$ cat src/rtl/axis_ask_pkg.sv
// Shared types and constants for the AXIS-to-ASK UART transmitter family.
// Parity mode strings are 32-bit so overrides compare without width games.
package axis_ask_pkg;

    typedef enum logic [2:0] {
        ST_IDLE,
        ST_START,
        ST_DATA,
        ST_PARITY,
        ST_STOP
    } tx_state_t;

    localparam logic [31:0] PAR_NONE = "none";
    localparam logic [31:0] PAR_EVEN = "even";
    localparam logic [31:0] PAR_ODD  = {8'h00, "odd"};

    function automatic int frame_syms(
        input int          sym_bits,
        input logic [31:0] parity,
        input int          stop_syms
    );
        return 1 + 8 / sym_bits + ((parity != PAR_NONE) ? 1 : 0) + stop_syms;
    endfunction

endpackage

$ cat src/rtl/axis_sync_fifo.sv
// Single-clock FIFO with registered occupancy count.
// Push and pop together on full or empty leave the count unchanged.
module axis_sync_fifo #(
    parameter int WIDTH = 8,
    parameter int DEPTH = 16
) (
    input  logic                   clk,
    input  logic                   rst_n,
    input  logic                   push,
    input  logic [WIDTH-1:0]       wr_data,
    input  logic                   pop,
    output logic [WIDTH-1:0]       rd_data,
    output logic                   full,
    output logic                   empty,
    output logic [$clog2(DEPTH):0] count
);

    localparam int AW = $clog2(DEPTH);
    localparam int CW = AW + 1;

    if (DEPTH < 2 || (DEPTH & (DEPTH - 1)) != 0) begin : g_bad_depth
        $error("axis_sync_fifo: DEPTH must be a power of 2, >= 2");
    end

    logic [WIDTH-1:0] mem [DEPTH];
    logic [AW-1:0]    wptr;
    logic [AW-1:0]    rptr;
    logic             do_push;
    logic             do_pop;

    assign full    = (count == CW'(DEPTH));
    assign empty   = (count == '0);
    assign do_push = push && (!full || pop);
    assign do_pop  = pop && (!empty || push);

    // Empty bypass: a same-cycle push/pop hands the incoming word straight out
    assign rd_data = empty ? wr_data : mem[rptr];

    always_ff @(posedge clk) begin
        if (do_push) begin
            mem[wptr] <= wr_data;
        end
    end

    always_ff @(posedge clk or negedge rst_n) begin
        if (!rst_n) begin
            wptr  <= '0;
            rptr  <= '0;
            count <= '0;
        end else begin
            if (do_push) begin
                wptr <= wptr + 1'b1;
            end
            if (do_pop) begin
                rptr <= rptr + 1'b1;
            end
            if (do_push && !do_pop) begin
                count <= count + 1'b1;
            end else if (do_pop && !do_push) begin
                count <= count - 1'b1;
            end
        end
    end

endmodule

$ cat src/rtl/axis_mask_uart_tx.sv
// AXI-Stream byte input, UART-style framing, multi-level ASK symbol output.
// ask_tx is a registered image of the current FSM symbol, one cycle behind.
module axis_mask_uart_tx
    import axis_ask_pkg::*;
#(
    parameter int          SYM_BITS   = 2,
    parameter int          CLKDIV     = 100,
    parameter int          FIFO_DEPTH = 16,
    parameter logic [31:0] PARITY     = PAR_NONE,
    parameter int          STOP_SYMS  = 1
) (
    input  logic                        clk,
    input  logic                        rst_n,
    input  logic [7:0]                  i_tdata,
    input  logic                        i_tvalid,
    output logic                        i_tready,
    input  logic                        i_en,
    output logic [SYM_BITS-1:0]         ask_tx,
    output logic                        busy,
    output logic [$clog2(FIFO_DEPTH):0] fifo_count
);

    localparam int DATA_SYMS = 8 / SYM_BITS;
    localparam int DIV_W     = $clog2(CLKDIV);

    localparam logic [DIV_W-1:0] DIV_MAX   = DIV_W'(CLKDIV - 1);
    localparam logic [2:0]       DATA_LAST = 3'(DATA_SYMS - 1);
    localparam logic [2:0]       STOP_LAST = 3'(STOP_SYMS - 1);
    localparam bit               HAS_PAR   = (PARITY != PAR_NONE);
    localparam logic             ODD_PAR   = (PARITY == PAR_ODD);

    if (SYM_BITS != 1 && SYM_BITS != 2 && SYM_BITS != 4) begin : g_bad_sym
        $error("axis_mask_uart_tx: SYM_BITS must be 1, 2 or 4");
    end
    if (CLKDIV < 2) begin : g_bad_div
        $error("axis_mask_uart_tx: CLKDIV must be >= 2");
    end
    if (STOP_SYMS != 1 && STOP_SYMS != 2) begin : g_bad_stop
        $error("axis_mask_uart_tx: STOP_SYMS must be 1 or 2");
    end
    if (PARITY != PAR_NONE && PARITY != PAR_EVEN && PARITY != PAR_ODD) begin : g_bad_par
        $error("axis_mask_uart_tx: PARITY must be none, even or odd");
    end

    tx_state_t            state, state_n;
    logic [DIV_W-1:0]     div, div_n;
    logic [2:0]           idx, idx_n;
    logic [7:0]           shreg, shreg_n;
    logic                 par_bit, par_n;
    logic [SYM_BITS-1:0]  ask_n;
    logic                 rdy_en;
    logic                 push;
    logic                 pop;
    logic [7:0]           fifo_data;
    logic                 fifo_full;
    logic                 fifo_empty;
    logic                 sym_end;
    logic                 can_start;

    // Ready is held off until the first edge after reset release
    always_ff @(posedge clk or negedge rst_n) begin
        if (!rst_n) begin
            rdy_en <= 1'b0;
        end else begin
            rdy_en <= 1'b1;
        end
    end

    assign i_tready  = rdy_en && !fifo_full;
    assign push      = i_tvalid && i_tready;
    assign sym_end   = (div == '0);
    assign can_start = !fifo_empty && i_en;
    assign busy      = (state != ST_IDLE);

    axis_sync_fifo #(
        .WIDTH (8),
        .DEPTH (FIFO_DEPTH)
    ) u_fifo (
        .clk     (clk),
        .rst_n   (rst_n),
        .push    (push),
        .wr_data (i_tdata),
        .pop     (pop),
        .rd_data (fifo_data),
        .full    (fifo_full),
        .empty   (fifo_empty),
        .count   (fifo_count)
    );

    always_ff @(posedge clk or negedge rst_n) begin
        if (!rst_n) begin
            state   <= ST_IDLE;
            div     <= '0;
            idx     <= '0;
            shreg   <= '0;
            par_bit <= 1'b0;
            ask_tx  <= '1;
        end else begin
            state   <= state_n;
            div     <= div_n;
            idx     <= idx_n;
            shreg   <= shreg_n;
            par_bit <= par_n;
            ask_tx  <= ask_n;
        end
    end

    always_comb begin
        state_n = state;
        div_n   = div;
        idx_n   = idx;
        shreg_n = shreg;
        par_n   = par_bit;
        pop     = 1'b0;
        if (state != ST_IDLE && !sym_end) begin
            div_n = div - 1'b1;
        end else begin
            unique case (state)
                ST_IDLE: begin
                    if (can_start) begin
                        state_n = ST_START;
                        div_n   = DIV_MAX;
                        pop     = 1'b1;
                        shreg_n = fifo_data;
                        par_n   = (^fifo_data) ^ ODD_PAR;
                    end
                end
                ST_START: begin
                    state_n = ST_DATA;
                    idx_n   = '0;
                    div_n   = DIV_MAX;
                end
                ST_DATA: begin
                    div_n   = DIV_MAX;
                    shreg_n = shreg >> SYM_BITS;
                    if (idx == DATA_LAST) begin
                        idx_n   = '0;
                        state_n = HAS_PAR ? ST_PARITY : ST_STOP;
                    end else begin
                        idx_n = idx + 3'd1;
                    end
                end
                ST_PARITY: begin
                    state_n = ST_STOP;
                    idx_n   = '0;
                    div_n   = DIV_MAX;
                end
                ST_STOP: begin
                    if (idx != STOP_LAST) begin
                        idx_n = idx + 3'd1;
                        div_n = DIV_MAX;
                    end else if (can_start) begin
                        // Back-to-back frame: reload without passing IDLE
                        state_n = ST_START;
                        div_n   = DIV_MAX;
                        pop     = 1'b1;
                        shreg_n = fifo_data;
                        par_n   = (^fifo_data) ^ ODD_PAR;
                    end else begin
                        state_n = ST_IDLE;
                    end
                end
                default: begin
                    state_n = ST_IDLE;
                end
            endcase
        end
    end

    always_comb begin
        ask_n = '1;
        unique case (state)
            ST_START:  ask_n = '0;
            ST_DATA:   ask_n = shreg[SYM_BITS-1:0];
            ST_PARITY: ask_n = {SYM_BITS{par_bit}};
            default:   ask_n = '1;
        endcase
    end

endmodule

$ cat config.mk
export PLATFORM = sky130hd
export DESIGN_NAME = axis_mask_uart_tx
export DESIGN_NICKNAME = d
export VERILOG_FILES = /design/src/rtl/axis_ask_pkg.sv /design/src/rtl/axis_sync_fifo.sv /design/src/rtl/axis_mask_uart_tx.sv
export SDC_FILE = /design/constraint.sdc
export NUM_CORES = 1
export LEC_CHECK = 0
export CELL_PAD_IN_SITES_DETAIL_PLACEMENT = 1
export CELL_PAD_IN_SITES_GLOBAL_PLACEMENT = 2
export CORE_MARGIN = 3
export CORE_UTILIZATION = 26
export DETAILED_ROUTE_END_ITERATION = 8
export HOLD_SLACK_MARGIN = 0.05
export PLACE_DENSITY = 0.46
export SLEW_MARGIN = 15
export SYNTH_ARGS = -nofsm -noshare
export SYNTH_HDL_FRONTEND = slang
export SYNTH_SLANG_ARGS = --single-unit
$ cat constraint.sdc
create_clock -name clk -period 5.7 [get_ports clk]
set_clock_uncertainty 0.1 [all_clocks]
set_input_delay 0.855 -clock clk [delete_from_list [all_inputs] [get_ports clk]]
set_output_delay 0.855 -clock clk [all_outputs]
set_load 0.05 [all_outputs]
== Yosys cells after proc, flatten, opt, wreduce, memory -nomap -nowiden ==
Memory sizes are Yosys's and may differ from the RTL's.
Index checks and enable logic that the tools add are counted.

* Memory bits (writable): 128
* Output and inout port bits: 9
* Register bits: 38
* Word-level logic and storage cells: 88
* Input port bits: 12
* Memories: 1

{| class="wikitable"
|+ Memories
! memory !! words !! bits a word !! rd ports !! clocked after memory_dff !! wr ports !! line !! RTL
|-
| u_fifo.mem || 16 || 8 || 1 || 0 || 1 || axis_sync_fifo.sv:25 || <nowiki>logic [WIDTH-1:0] mem [DEPTH];</nowiki>
|}

* Add/sub/neg operators: 6
* Equality and inequality tests: 10
* Bitwise operators: 1
* Multiplexer cells: 28
* Reductions and logical operators: 32

{| class="wikitable"
|+ Operators by type and width
! cell !! number
|-
| 2-to-1 mux 8 bit || 3
|-
| one-hot mux 8 bit (3 select lines) || 1
|-
| 2-to-1 mux 7 bit || 3
|-
| one-hot mux 7 bit (3 select lines) || 1
|-
| 2-to-1 mux 3 bit || 5
|-
| one-hot mux 3 bit (5 select lines) || 1
|-
| nonzero test 3 bit || 4
|-
| 2-to-1 mux 5 bit || 2
|-
| == test 3 x 2 -> 1 bit (second input constant) || 3
|-
| one-hot mux 3 bit (3 select lines) || 1
|-
| AND reduction 3 bit || 3
|-
| adder 4 x 1 -> 4 bit (second input constant) || 2
|-
| logical AND 1 bit || 8
|-
| 2-to-1 mux 1 bit || 8
|-
| != test 2 bit (second input constant) || 4
|-
| XOR reduction 8 bit || 1
|-
| zero test 7 bit || 1
|-
| subtractor 7 x 1 -> 7 bit (second input constant) || 1
|-
| one-hot mux 2 bit (3 select lines) || 1
|-
| adder 5 x 1 -> 5 bit (second input constant) || 1
|-
| == test 5 bit (second input constant) || 1
|-
| zero test 1 bit || 5
|-
| zero test 5 bit || 1
|-
| subtractor 5 x 1 -> 5 bit (second input constant) || 1
|-
| other kinds (12) || 15
|}

== Longest topological paths before layout ==
* Depth after elaboration: 13
* Depth in mapped cells: 15
* Depth with buffers taken out: 15

== Modules after synthesis ==
Synthesis repeated with hierarchy kept, for this count alone.

* Cells, all modules: 449
* Area total of the unflattened synthesis: 7355.8 um2

{| class="wikitable"
|+ By module, submodules not included
! module !! area an instance (um2) !! times used !! sequential area each (um2) !! cells each
|-
| axis_sync_fifo || 5831.8 || 1 || 4169.0 || 298
|-
| axis_mask_uart_tx || 1524.0 || 1 || 628.1 || 151
|}

== Least setup slack after synthesis ==
Ideal clock, no wire load.

* Path type: reg2reg
* Start: register u_fifo.count[0]
* End: register u_fifo.count[4]
* Cell stages (with the launch flop): 13
* Period minus slack after synthesis: 4.067 ns
* Data arrival time: 3.841 ns
* Library setup time: 0.126 ns
* Data required time: 5.474 ns
* Path buffers: 0
* Slack: 1.633 ns
* Cells stage by stage: dfrtp_1 nor4_2 a21boi_0 nand2_1 clkinv_1 ha_1 inv_1 fa_1 a21o_1 a21oi_1 xnor2_1 nor2_1 xnor2_1

* Elaborated cells between the ends (all ways): 24
* Those cells by class: add/sub: 2; eq/ne: 1; mux: 6; reduce/logical: 15

{| class="wikitable"
|+ RTL lines
! item !! line !! RTL
|-
| start: declaration || axis_sync_fifo.sv:15 || <nowiki>output logic [$clog2(DEPTH):0] count</nowiki>
|-
| start signal: assignment || axis_sync_fifo.sv:58 || <nowiki>count <= count + 1'b1;</nowiki>
|-
| start signal: assignment || axis_sync_fifo.sv:60 || <nowiki>count <= count - 1'b1;</nowiki>
|-
| == test 5 bit (*) || axis_sync_fifo.sv:31 || <nowiki>assign full = (count == CW'(DEPTH));</nowiki>
|-
| zero test 1 bit (*) || axis_mask_uart_tx.sv:69 || <nowiki>assign i_tready = rdy_en && !fifo_full;</nowiki>
|-
| logical AND 1 bit (*) || axis_mask_uart_tx.sv:69 ||
|-
| net i_tready || axis_mask_uart_tx.sv:16 || <nowiki>output logic i_tready,</nowiki>
|-
| logical AND 1 bit (*) || axis_mask_uart_tx.sv:70 || <nowiki>assign push = i_tvalid && i_tready;</nowiki>
|-
| logical AND 1 bit (*) || axis_sync_fifo.sv:33 || <nowiki>assign do_push = push && (!full || pop);</nowiki>
|-
| net u_fifo.do_push || axis_sync_fifo.sv:28 || <nowiki>logic do_push;</nowiki>
|-
| zero test 1 bit || axis_sync_fifo.sv:59 || <nowiki>end else if (do_pop && !do_push) begin</nowiki>
|-
| logical AND 1 bit || axis_sync_fifo.sv:59 ||
|-
| nonzero test 2 bit (no source line) || -- ||
|}

Mark *: on every way through the listed nets, which the timed path passes. The rest lies on a longest branch. The select of a mux whose other input is x is not followed.
A chain may end at the register's enable or synchronous reset.

== Worst setup path in the final report ==
* Start: register div[0]
* End: register u_fifo.count[4]

* Word-level cells in the longest chain between the ends: 9
* Elaborated cells between the ends (all ways): 13
* Those cells by class: mux: 2; reduce/logical: 11

{| class="wikitable"
|+ Ends and longest elaborated chain
! item !! line !! RTL
|-
| start: declaration || axis_mask_uart_tx.sv:46 || <nowiki>logic [DIV_W-1:0] div, div_n;</nowiki>
|-
| start signal: assignment || axis_mask_uart_tx.sv:100 || <nowiki>div <= div_n;</nowiki>
|-
| zero test 7 bit (*) || axis_mask_uart_tx.sv:71 || <nowiki>assign sym_end = (div == '0);</nowiki>
|-
| zero test 1 bit (*) || axis_mask_uart_tx.sv:115 || <nowiki>if (state != ST_IDLE && !sym_end) begin</nowiki>
|-
| logical AND 1 bit (*) || axis_mask_uart_tx.sv:115 ||
|-
| 2-to-1 mux 1 bit (*) || axis_mask_uart_tx.sv:115 ||
|-
| logical OR 1 bit || axis_sync_fifo.sv:33 ||
|-
| logical AND 1 bit || axis_sync_fifo.sv:33 ||
|-
| zero test 1 bit || axis_sync_fifo.sv:59 ||
|-
| logical AND 1 bit || axis_sync_fifo.sv:59 ||
|-
| nonzero test 2 bit (no source line) || -- ||
|}

Every way passes the cells marked *; elsewhere a longest branch is shown, timed or not.

==> PnR_summary.wiki <==
{| class="wikitable"
! Metric !! Value
|-
| Leakage || 2.91 nW
|-
| Endpoint kind of the worst setup timing path || flop
|-
| Start point of the critical path || div[0]
|-
| Delay contributed by the slowest stage of the critical path || 660 ps
|-
| Synth area leaders || edfxtp_1 53%, dfrtp_1 12%, mux4_2 4.9%
|-
| Peak VDD IR || 129 uV
|-
| Post-synth design cell area || 7320 um2
|-
| Worst slew margin relative to its limit || 28.3%
|-
| Yosys top cell area share || 52.5%
|-
| Total gr overflow || 0
|-
| Syn Area/Cell || 16.0 um2
|-
| RSZ-0062 raised after global routing || no
|-
| Final min period || 3960 ps
|-
| Avg Vias per Cell || 4.49
|-
| Transition at the pin with the smallest max-transition slack || 1080 ps
|-
| Max Buffers Root-to-Sink || 2
|-
| First-pass iteration count of the detailed router || 4
|-
| Worst path cell trace || inv_1 -> ha_1 -> nand2_1 -> nor4_2 -> nand2_1 -> a211oi_2 -> inv_1 -> ha_1 -> inv_1 -> ha_1 -> a21o_1 -> a21oi_1 -> xnor2_1 -> nor2_1 -> xnor2_1
|-
| WHS Endpoint || shreg[5]
|-
| Setup TNS || 0 ps
|-
| Clock latency of the later-clocked register in the worst-skew pair || 430 ps
|-
| Share of final-layout standard cells stronger than drive strength 1 || 15.8%
|-
| Count of warnings emitted by yosys || 0
|-
| Pins Over Slew Limit || 0
|-
| Critical setup path kind || reg -> reg
|-
| Count of standard-cell rows || 60
|-
| Via count of the first global-routing pass || 4322
|-
| Placer congestion estimate || 0.717
|-
| Starting DRT DRC Count || 214
|-
| Nets || 508
|-
| Clk sinks || 166
|-
| Total power consumption of the routed design || 2.51 mW
|-
| Total nets after synthesis || 483
|-
| Source of the worst register-to-register timing path || div[0]
|-
| Endpoint required time on the critical path || 5900 ps
|-
| Die width || 174 um
|-
| Power density of the placed cells || 296 nW/um2
|-
| Critical Path Start Type || flop
|-
| Effective utilization at floorplan || 26.8%
|-
| Quantity of hold-fixing buffers added after cts || 0
|-
| Synth-to-layout area growth || 16.0%
|-
| Clock Pin Slew Worst Setup and Hold Paths || 80 ps
|-
| Maximum number of pins on one net before global-route repair || 39
|-
| Dpl cell area || 7870 um2
|-
| Post-synthesis cell type count || 57
|-
| Port Buffers || 20
|-
| Class of the tightest hold or removal check || reg -> reg
|-
| Via count of the routed design || 3886
|-
| Fmax achieved || 0.252 GHz
|-
| Final cycle utilization of the critical path || 69.5%
|-
| Level count of the clock H-tree || 4
|-
| Height of the chip || 174 um
|-
| Gr usage total || 12.0%
|-
| Design Area, Final || 8490 um2
|-
| Seq/Total Area, Yosys || 65.5%
|-
| HPWL Detailed || 11400 um
|-
| EDFF count, synth || 128
|-
| Initial antenna violation count || 0
|-
| Post-synthesis register bit count || 166
|-
| Max-capacitance violation count || 0
|-
| Synth Instances || 456
|-
| Top cell types by occurrence after synthesis || 128 x edfxtp_1, 36 x dfrtp_1, 31 x nand2_1
|-
| Total count of hold-check failures in the final report || 0
|-
| Number of diodes added for antenna fixing || 0
|-
| Top-count cell post-synth || edfxtp_1
|-
| Routed len/inst || 20.0 um
|-
| Top FF cell, synth || edfxtp_1
|-
| Number of DRC violations after detailed routing || 0
|-
| Count of final setup violators || 0
|-
| WL final || 17400 um
|-
| Depth of the worst hold-timing path || 1
|-
| Die area || 30200 um2
|-
| Async set-or-reset flop fraction in the synthesized netlist || 22.9%
|-
| First-pass GRT wire length || 27100 um
|-
| Clock tree root buffer cell || clkbuf_16
|-
| Worst r2r path cells || 15
|-
| Antenna Nets Post-Route || 0
|-
| Data arrival time at the worst-slack endpoint || 4160 ps
|-
| Critical Path Slowest Stage Cell || a211oi_2
|-
| Launch point of the worst hold path || shreg[5]
|-
| Cell type with the largest total area after synthesis || edfxtp_1
|-
| Slack of the worst reg-to-reg path || 1740 ps
|-
| Result of the run || complete, no violations
|-
| Clock buffer count from CTS || 17
|-
| Capture instance of the worst register-to-register path || u_fifo.count[4]
|-
| TritonCTS clock tree || yes
|-
| Core Area || 27300 um2
|-
| Post-CTS repair timing setup buffer count || 0
|-
| Number of instances resized during post-cts repair || 0
|-
| Biggest fanout along the worst timing path || 9
|-
| I/O pin count || 21
|}
[logic make-up (layout without fill, tap and decap cells)]
group | count (synthesis) | in the layout | share of synthesized area (%)
AO/OA/AOI/OAI | 65 | 65 | 6.45
AND/OR/NAND/NOR | 94 | 94 | 6.50
XOR/XNOR | 17 | 17 | 2.22
adder cells (fa/ha/maj) | 16 | 16 | 2.80
other | 1 | 1 | 0.0512
flip-flops | 166 | 166 | 65.5
multiplexers | 68 | 68 | 14.1
buffers and inverters | 29 | 67 | 2.38
[placed cells by master (no fill, tap or decap), types with 3 or more instances in the layout]
master / instances
mux2i_1: 30
clkbuf_16: 17
o221ai_1: 7
inv_6: 3
inv_8: 5
mux4_2: 16
clkinv_8: 4
a22o_1: 3
a22oi_1: 8
inv_1: 12
a21boi_0: 3
nor2b_1: 3
nor3_1: 4
a21o_1: 5
dfrtp_1: 34
nor2_1: 18
nand2_1: 31
o21ai_0: 13
xnor2_1: 12
edfxtp_1: 128
nand3_1: 8
and2_1: 17
xor2_1: 4
clkdlybuf4s50_1: 19
ha_1: 14
a21oi_1: 13
mux4_1: 8
mux2_2: 14
[final cells by class]
class                   count  area [um2]
clock buffers              17         425
clock inverters            15         189
fillers                  2861       18800
inverters                  13        48.8
multi-input cells         261        2350
flip-flops and latches    166        4800
well taps                 372         465
repair buffers             22         210
[flip-flops by register name (all words and copies together), names as in the netlist]
register	count
ask_tx	2
div	7
idx	3
par_bit	1
rdy_en	1
shreg	8
state	3
u_fifo.count	5
u_fifo.mem	128
u_fifo.rptr	4
u_fifo.wptr	4
[routing by layer]
metal | vias up | wire length (um) | track usage [%]
li1 | 1809 | - | -
met1 | 2030 | 7980 | 15.3
met2 | 38 | 8940 | 20.8
met3 | 9 | 322 | 2.39
met4 | 0 | 121 | 3.02
met5 | - | 0 | 0
[power breakdown]
group	switching (mW)	leakage, nW	internal (mW)
Sequential	0.0000804	1.63	1.30
Clock	0.573	0.300	0.604
Combinational	0.0215	0.985	0.00725
[worst max-delay path by stage]
stage,endpoint,cells after the start
5_1_grt,u_fifo.count[4],15
4_1_cts,u_fifo.count[4],15
6_report,u_fifo.count[4],15
2_1_floorplan,u_fifo.count[4],12
3_5_place_dp,u_fifo.count[4],12
3_3_place_gp,u_fifo.count[4],12
[metrics by stage]
| stage | cells | util [%] | worst slack [ps] | hold WS [ps] |
|---|---|---|---|---|
| after floorplan | 456 | - | 1630 | 367 |
| after global placement | 834 | 28.8 | 1760 | 382 |
| after detailed placement | 834 | 28.8 | 1660 | 393 |
| after CTS | 866 | 31.1 | 1700 | 410 |
| after global routing | 866 | 31.1 | 1300 | 423 |
| final | 866 | 31.1 | 1740 | 407 |
[worst max-delay path: cells and delay by family (launching register included)]
kind	cells	cell delay [ps]
DFF	1	400
and+or+nand+nor	4	900
xor gates and xnor gates	2	260
AOI/OAI and AO/OA	3	1020
adders and majority gates	3	760
buffers and inverters	3	400
No activity file was read; power rests on OpenSTA's default activity.
